--- src/rtl/cond_pkg.sv ---
// Shared definitions for the condition unit: ARM condition codes and
// the bit positions of the N/Z/C/V flags within the 4-bit flag vector.
package cond_pkg;

    // ARM condition field encoding
    typedef enum logic [3:0] {
        COND_EQ = 4'h0,
        COND_NE = 4'h1,
        COND_CS = 4'h2,
        COND_CC = 4'h3,
        COND_MI = 4'h4,
        COND_PL = 4'h5,
        COND_VS = 4'h6,
        COND_VC = 4'h7,
        COND_HI = 4'h8,
        COND_LS = 4'h9,
        COND_GE = 4'hA,
        COND_LT = 4'hB,
        COND_GT = 4'hC,
        COND_LE = 4'hD,
        COND_AL = 4'hE,
        COND_NV = 4'hF
    } cond_e;

    // Flag bit positions, shared by alu_flags_i and flags_o
    localparam int unsigned N_BIT = 3;
    localparam int unsigned Z_BIT = 2;
    localparam int unsigned C_BIT = 1;
    localparam int unsigned V_BIT = 0;

    // Flag-write selector positions
    localparam int unsigned FW_NZ_BIT = 1;
    localparam int unsigned FW_CV_BIT = 0;

endpackage : cond_pkg

--- src/rtl/cond_check.sv ---
// Combinational condition evaluator: decides whether an instruction with
// the given condition field executes under the supplied flag values.
module cond_check
    import cond_pkg::*;
(
    input  logic [3:0] cond_i,
    input  logic [3:0] flags_i,
    output logic       cond_ex_o
);

    logic n_s;
    logic z_s;
    logic c_s;
    logic v_s;
    logic ge_s;

    assign n_s  = flags_i[N_BIT];
    assign z_s  = flags_i[Z_BIT];
    assign c_s  = flags_i[C_BIT];
    assign v_s  = flags_i[V_BIT];
    // Signed greater-or-equal: no overflow-corrected negative result
    assign ge_s = (n_s == v_s);

    // Decode the condition field against the stored flags
    always_comb begin
        cond_ex_o = 1'b0;
        case (cond_e'(cond_i))
            COND_EQ: cond_ex_o = z_s;
            COND_NE: cond_ex_o = ~z_s;
            COND_CS: cond_ex_o = c_s;
            COND_CC: cond_ex_o = ~c_s;
            COND_MI: cond_ex_o = n_s;
            COND_PL: cond_ex_o = ~n_s;
            COND_VS: cond_ex_o = v_s;
            COND_VC: cond_ex_o = ~v_s;
            COND_HI: cond_ex_o = c_s & ~z_s;
            COND_LS: cond_ex_o = ~c_s | z_s;
            COND_GE: cond_ex_o = ge_s;
            COND_LT: cond_ex_o = ~ge_s;
            COND_GT: cond_ex_o = ~z_s & ge_s;
            COND_LE: cond_ex_o = z_s | ~ge_s;
            COND_AL: cond_ex_o = 1'b1;
            COND_NV: cond_ex_o = 1'b1;
            default: cond_ex_o = 1'b1;
        endcase
    end

endmodule : cond_check

--- src/rtl/condition_unit.sv ---
// Execute-stage condition unit: holds the architectural flags, gates the
// decode controls by the instruction's condition, and counts squashed
// (condition-failed) instructions with a saturating counter.
module condition_unit
    import cond_pkg::*;
#(
    parameter int unsigned CNT_W = 16
) (
    input  logic             clk,
    input  logic             rst_n,
    input  logic             valid_i,
    input  logic [3:0]       cond_i,
    input  logic [1:0]       flag_write_i,
    input  logic [3:0]       alu_flags_i,
    input  logic             reg_write_i,
    input  logic             mem_write_i,
    input  logic             pc_src_i,
    input  logic             stall_i,
    input  logic             flush_i,
    output logic             reg_write_o,
    output logic             mem_write_o,
    output logic             pc_src_o,
    output logic             valid_o,
    output logic [3:0]       flags_o,
    output logic [CNT_W-1:0] squash_cnt_o
);

    localparam logic [CNT_W-1:0] CNT_ZERO = {CNT_W{1'b0}};
    localparam logic [CNT_W-1:0] CNT_ONE  = {{(CNT_W-1){1'b0}}, 1'b1};
    localparam logic [CNT_W-1:0] CNT_MAX  = {CNT_W{1'b1}};

    // Saturating increment: the counter sticks at all-ones instead of wrapping
    function automatic logic [CNT_W-1:0] sat_inc(input logic [CNT_W-1:0] val);
        logic [CNT_W-1:0] res;
        if (val == CNT_MAX) begin
            res = CNT_MAX;
        end else begin
            res = val + CNT_ONE;
        end
        return res;
    endfunction

    // State registers and their next-state values
    logic [3:0]       flags_q,     flags_d;
    logic [CNT_W-1:0] cnt_q,       cnt_d;
    logic             valid_q,     valid_d;
    logic             reg_write_q, reg_write_d;
    logic             mem_write_q, mem_write_d;
    logic             pc_src_q,    pc_src_d;

    logic cond_ex_s;
    logic advance_s;
    logic pass_s;
    logic fail_s;

    // Condition is evaluated against the stored flags only (no ALU bypass)
    cond_check u_cond_check (
        .cond_i    (cond_i),
        .flags_i   (flags_q),
        .cond_ex_o (cond_ex_s)
    );

    // An instruction advances only when neither stalled nor flushed
    assign advance_s = ~stall_i & ~flush_i;
    assign pass_s    = valid_i & cond_ex_s & advance_s;
    assign fail_s    = valid_i & ~cond_ex_s & advance_s;

    // Flag register next state: each half loads only when selected and passing
    always_comb begin
        flags_d = flags_q;
        if (pass_s) begin
            if (flag_write_i[FW_NZ_BIT]) begin
                flags_d[N_BIT] = alu_flags_i[N_BIT];
                flags_d[Z_BIT] = alu_flags_i[Z_BIT];
            end else begin
                flags_d[N_BIT] = flags_q[N_BIT];
                flags_d[Z_BIT] = flags_q[Z_BIT];
            end
            if (flag_write_i[FW_CV_BIT]) begin
                flags_d[C_BIT] = alu_flags_i[C_BIT];
                flags_d[V_BIT] = alu_flags_i[V_BIT];
            end else begin
                flags_d[C_BIT] = flags_q[C_BIT];
                flags_d[V_BIT] = flags_q[V_BIT];
            end
        end else begin
            flags_d = flags_q;
        end
    end

    // Squash counter next state: count condition failures of live instructions
    always_comb begin
        cnt_d = cnt_q;
        if (fail_s) begin
            cnt_d = sat_inc(cnt_q);
        end else begin
            cnt_d = cnt_q;
        end
    end

    // Output register next state: flush clears, stall holds, else gate by pass
    always_comb begin
        valid_d     = valid_q;
        reg_write_d = reg_write_q;
        mem_write_d = mem_write_q;
        pc_src_d    = pc_src_q;
        if (flush_i) begin
            valid_d     = 1'b0;
            reg_write_d = 1'b0;
            mem_write_d = 1'b0;
            pc_src_d    = 1'b0;
        end else if (stall_i) begin
            valid_d     = valid_q;
            reg_write_d = reg_write_q;
            mem_write_d = mem_write_q;
            pc_src_d    = pc_src_q;
        end else begin
            valid_d     = pass_s;
            reg_write_d = reg_write_i & pass_s;
            mem_write_d = mem_write_i & pass_s;
            pc_src_d    = pc_src_i & pass_s;
        end
    end

    // All state updates; synchronous reset overrides stall and flush
    always_ff @(posedge clk) begin
        if (!rst_n) begin
            flags_q     <= 4'b0000;
            cnt_q       <= CNT_ZERO;
            valid_q     <= 1'b0;
            reg_write_q <= 1'b0;
            mem_write_q <= 1'b0;
            pc_src_q    <= 1'b0;
        end else begin
            flags_q     <= flags_d;
            cnt_q       <= cnt_d;
            valid_q     <= valid_d;
            reg_write_q <= reg_write_d;
            mem_write_q <= mem_write_d;
            pc_src_q    <= pc_src_d;
        end
    end

    assign flags_o      = flags_q;
    assign squash_cnt_o = cnt_q;
    assign valid_o      = valid_q;
    assign reg_write_o  = reg_write_q;
    assign mem_write_o  = mem_write_q;
    assign pc_src_o     = pc_src_q;

endmodule : condition_unit
--- config.mk ---
export PLATFORM = sky130hd
export DESIGN_NAME = condition_unit
export DESIGN_NICKNAME = d
export VERILOG_FILES = /design/src/rtl/cond_pkg.sv /design/src/rtl/cond_check.sv /design/src/rtl/condition_unit.sv
export SDC_FILE = /design/constraint.sdc
export NUM_CORES = 1
export LEC_CHECK = 0
export BUFFER_PORTS_ARGS = -buffer_cell sky130_fd_sc_hd__buf_2
export CORE_ASPECT_RATIO = 0.75
export CORE_MARGIN = 4
export CORE_UTILIZATION = 45
export CTS_CLUSTER_DIAMETER = 100
export DETAILED_ROUTE_END_ITERATION = 16
export PLACE_DENSITY = 0.71
export SETUP_SLACK_MARGIN = 0.15
export SYNTH_ARGS = -nofsm -noshare
export SYNTH_HDL_FRONTEND = slang
export SYNTH_SLANG_ARGS = --single-unit
--- constraint.sdc ---
create_clock -name clk -period 2.98 [get_ports clk]
set_clock_uncertainty 0.05 [all_clocks]
set_input_delay 0.149 -clock clk [delete_from_list [all_inputs] [get_ports clk]]
set_output_delay 0.149 -clock clk [all_outputs]
set_load 0.02 [all_outputs]
# After elaboration in Yosys (flattened, before gate mapping)
# Cells that the tools add are included.
# totals
input_bits	18
ff_bits	24
elab_cells	53
out_inout_bits	24
# classes
add_sub_neg	1
bitwise	21
mux	2
eq_ne	17
n_reduce_logical	5
# op_table
cell	count
$eq 4x4->1 const B	8
$add 16x1->16 const B	1
$eq 16x16->1 const B	1
$eq 4x3->1 const B	4
$mux 16	1
$pmux 1 s15	1
$and 1x1->1	10
$not 1->1	9
$eq 4x2->1 const B	2
$eq 4x1->1 const B	1
$logic_not 4->1	1
$reduce_and 2->1	2
$reduce_or 2->1	2
$or 1x1->1	2
$eq 1x1->1	1

# Longest topological paths before layout
# depth
ltp_word	7
ltp_mapped	9
mapped_depth_nobuf	7

# Modules after synthesis
# A second synthesis with hierarchy kept.
# unflattened
hier_cells	155
area_unflattened_um2	1376.3
# modules_own_cells
mod	area_per_inst_um2	seq_area_each_um2	cells_each	n_inst
condition_unit	1174.9	480.5	126	1
cond_check	201.4	0.0	29	1

# Worst setup path before layout
# OpenSTA, ideal clock, no wires.
# synth_path
path_type	reg2reg
from	register flags_q[0], in the netlist flags_o[0]
to	register cnt_q[14], in the netlist squash_cnt_o[14]
setup_slack_ps	752
path_stages_with_launch	9
arrival_time_ps	2106
t_required_ps	2858
cell_sequence	dfxtp_1 buf_6 xor2_1 a211o_1 a32o_2 o31a_4 buf_6 nor4_4 mux2i_1
# synth_via
elab_chain_len	7
# synth_rtl
element	line_no	source
start: declaration	condition_unit.sv:44	logic [3:0] flags_q, flags_d;
start signal: assignment	condition_unit.sv:135	flags_q <= flags_d;
$eq 1x1->1	cond_check.sv:22	assign ge_s = (n_s == v_s);
$not 1->1	cond_check.sv:39, cond_check.sv:41	
$or 1x1->1	cond_check.sv:41	COND_LE: cond_ex_o = z_s | ~ge_s;
$pmux 1 s15 (*)	cond_check.sv:27	case (cond_e'(cond_i))
$not 1->1 (*)	condition_unit.sv:66	assign fail_s = valid_i & ~cond_ex_s & advance_s;
$and 1x1->1 (*) (2 in a row)	condition_unit.sv:66	
end signal: assignment	condition_unit.sv:136	cnt_q <= cnt_d;
end: declaration	condition_unit.sv:45	logic [CNT_W-1:0] cnt_q, cnt_d;
# Mark *: on every way between the ends. The rest lies on a longest branch, timed or not.
# A chain may end at the register's enable or synchronous reset.

# Worst setup path in the final report
# layout_path
from	register flags_q[0], in the netlist flags_o[0]
to	register cnt_q[5], in the netlist squash_cnt_o[5]
# Same word-level chain as after synthesis.

==> reports/results.tsv <==
stage	metric	value	unit
outcome	outcome	completed	
power_and_ir_drop	seq_power_share	46.3	%
synthesis	synth_compound_area_share	23.88	%
critical_path	path_max_fanout	9	
power_and_ir_drop	sw_frac_of_total	24.11	%
clocking	clk_latency	0.27	ns
synthesis	yosysWarnings	0	
layout	antenna_cells	0	
worst_hold_path	hold_path_end	flags_o[1]	
critical_path	cp.required	3.10	ns
floorplanning	die_h	57.27	um
worst_hold_path	hold_depth	3	
synthesis	synth_ff_type	dfxtp_1	
clocking	clockRootBuffer	clkbuf_8	
power_and_ir_drop	internal_power	0.5333	mW
critical_path	arrival	2.52	ns
timing	worst_pin_slew	0.7230	ns
synthesis	synth_top_family_by_area	simple AND/OR/NAND/NOR gates	
global_routing	overflow	0	
synthesis	muxShareOfSynthArea	4.811	%
synthesis	netlist_area	0.001456	sq mm
clocking	cts_tree	done	
floorplanning	die_area	0.004220	sq mm
synthesis	async_reset_ff_share	0	%
floorplanning	row_count	17	
global_routing	grt_pass1_vias	1405	
critical_path	path_cells	xnor2_1 > and4b_1 > o21ai_0 > o31ai_4 > nand3_1 > o311a_1	
power_and_ir_drop	clkPwrFrac	41.4	%
synthesis	synthAdderAreaFrac	0.8591	%
clocking	post-cts-setup-buffers	0	
timing	finalHoldViolations	0	
placed_design	place_worst_setup_slack	0.6374	ns
layout	mostFrequentLayoutCells	buf_2, dfxtp_1, nor2_1	
timing	slew_violations	0	
synthesis	yosys.area_share.simple	29.90	%
clocking	htree_levels	1	
critical_path	timing.rr.end	squash_cnt_o[5]	
critical_path	crit_type	flop to flop	
layout	syn2layout_area_growth	18.38	%
critical_path	crit_family	compound AO/OA/AOI/OAI gates	
placed_design	hpwl	2825	um
power_and_ir_drop	power_leakage	0.6998	nW
drt	ant_nets	0	
global_routing	grt_pass1_wl	6437	um
drt	num_vias	1492	
critical_path	critPathLaunch	flags_o[0]	
drt	wl_per_cell	15.87	um
power_and_ir_drop	combPwrFrac	12.3	%
synthesis	synthCells	174	
run	maxCapViolations	0	
clocking	cts-buffers-inserted	3	
synthesis	synth-xor-area-share	1.804	%
power_and_ir_drop	power	0.7028	mW
drt	drtIter0Drc	263	
timing	timing.slew.headroom	51.43	%
drt	via_per_inst	6.040	
timing	setup_viol	0	
clocking	cts_resized	0	
power_and_ir_drop	powerDensity	407.6	mW/mm^2
critical_path	crit_buf_inv	0	
placed_design	gp_congestion	0.8359	
drt	first_pass_iters	4	
floorplanning	core_area	0.003020	sq mm
timing	rsz0062_at_grt	no	
floorplanning	start_util	48.22	%
synthesis	synth_cell_types	46	
clocking	cts_sinks	24	
timing	fin_crit_sh	80.60	%
critical_path	rrSetupSlack	0.58	ns
synthesis	synth_edf_count	0	
critical_path	crit_path_max_incr_delay	0.52	ns
drt	drc	0	
power_and_ir_drop	peakVddDrop	0.0003336	V
worst_hold_path	hp-class	primary input to flop	
timing	finalSetupTns	0	ns
floorplanning	design.portCount	42	
layout	fin_area	0.001724	sq mm
critical_path	critPathLaunchType	flop	
synthesis	avgSynthCellArea	8.370	sq um
synthesis	synth-seq-cells	24	
clocking	cts-hold-fix-buffers	0	
timing	period_minus_slack	2.402	ns
critical_path	ff2ff_path_depth	6	
synthesis	synth_nets	193	
worst_hold_path	hp-start	alu_flags_i[1]	
layout	final_common_cell	buf_2	
clocking	clkSlewWorstSetupHoldPaths	0.09	ns
critical_path	cp-end-kind	flop	
global_routing	grt_usage	19.27	%
layout	fill_cells	293	
floorplanning	fp.dieW	73.69	um
global_routing	grt_max_degree	28	
drt	drt-total-wl	3919	um
placed_design	post_dp_cell_area	0.001653	sq mm
clocking	cts_max_path_buffers	2	
timing	setup_ws	0.5781	ns
layout	layout-drive-gt1-share	28.71	%
critical_path	rr_startpoint	flags_o[0]	
power_and_ir_drop	p_sw	0.1695	mW
layout	nNetsFinal	229	
global_routing	grt_antenna_before_repair	0	
timing	fmaxAchievable	416.3	MHz
critical_path	slowest_stage	o31ai_4	
placed_design	io_buffers	41	
synthesis	ys_seq_area_share	32.99	%
-- cells in the mapped netlist, types with 2 or more instances --
| library cell | number | area, sq um |
|---|---|---|
| o41ai_1 | 2 | 17.52 |
| nand2_1 | 16 | 60.06 |
| nor2_1 | 17 | 63.81 |
| nor2b_1 | 2 | 12.51 |
| inv_1 | 4 | 15.01 |
| buf_6 | 3 | 33.78 |
| and3_1 | 5 | 31.28 |
| o221a_2 | 5 | 56.30 |
| clkbuf_1 | 4 | 15.01 |
| buf_1 | 2 | 7.510 |
| nor3b_1 | 2 | 15.01 |
| a31oi_1 | 4 | 25.02 |
| a32oi_1 | 3 | 26.28 |
| nor3_1 | 8 | 40.04 |
| o21ai_0 | 10 | 50.05 |
| o211a_1 | 2 | 20.02 |
| and4b_1 | 2 | 20.02 |
| o311a_1 | 2 | 20.02 |
| a21oi_1 | 5 | 25.02 |
| xor2_1 | 2 | 17.52 |
| nand3_1 | 12 | 60.06 |
| nand4_1 | 9 | 56.30 |
| mux2i_1 | 7 | 70.07 |
| dfxtp_1 | 24 | 480.5 |
-- worst max path at each step --
stage                             to  depth (start not counted)
finish               squash_cnt_o[5]                          6
global route         squash_cnt_o[9]                          6
CTS                 squash_cnt_o[15]                          6
detailed placement  squash_cnt_o[15]                          6
global placement          flags_o[0]                          6
floorplan           squash_cnt_o[14]                          8
-- sequential cells by signal (all words and copies together) (netlist names) --
signal        cells
flags_o           4
mem_write_o       1
pc_src_o          1
reg_write_o       1
squash_cnt_o     16
valid_o           1
-- cells by family after synthesis --
| kind of cell | count (synthesis) |
|---|---|
| multiplexers | 7 |
| AND/OR/NAND/NOR | 81 |
| AO/OA/AOI/OAI | 43 |
| XOR/XNOR | 3 |
| buffers and inverters | 15 |
| adder cells (fa/ha/maj) | 1 |
| flip-flops | 24 |
-- power groups by stage --
stage          logic, mW  clock network [mW]  registers, mW
6_report          0.0866               0.291          0.325
5_1_grt           0.0944               0.307          0.326
4_1_cts           0.0856               0.295          0.325
3_5_place_dp      0.0855                   0          0.333
3_3_place_gp      0.0825                   0          0.333
2_1_floorplan     0.0631                   0          0.335
-- per-layer routing --
| layer | wire length, um | share of wire, % | global-route usage (%) | vias up |
|---|---|---|---|---|
| met1 | 1753 | 45 | 26.15 | 684 |
| met2 | 1797 | 46 | 30.18 | 68 |
| met3 | 322 | 8.2 | 5.106 | 4 |
| met4 | 45 | 1.1 | 5.168 | 0 |
| met5 | 0 | 0 | 0 | - |
| li1 | - | - | - | 736 |
-- through the flow --
step / std cells / util (%) / hold slack, ns
floorplan: 174 / - / 0.2315
global placement: 243 / 54.72 / 0.3488
detailed placement: 243 / 54.72 / 0.3601
CTS: 247 / 57.08 / 0.06670
global route: 247 / 57.08 / 0.07122
finish: 247 / 57.08 / 0.06700
-- tightest hold or removal path, delay by kind of cell --
| kind | cells | cell delay (ns) |
|---|---|---|
| muxes | 1 | 0.06 |
| and+or+nand+nor | 1 | 0.04 |
| buffers and inverters | 1 | 0.09 |
-- cell type report --
cell class	count	area, sq um	share of cell area, %
sequential	24	480.5	27.87
tap	38	47.55	2.758
timing repair buffer	42	212.7	12.34
inverter	4	15.01	0.8708
clock buffer	3	41.29	2.395
multi-input combinational	135	897.1	52.03
clock inverter	1	30.03	1.742
(Power assumes the default switching activity.)
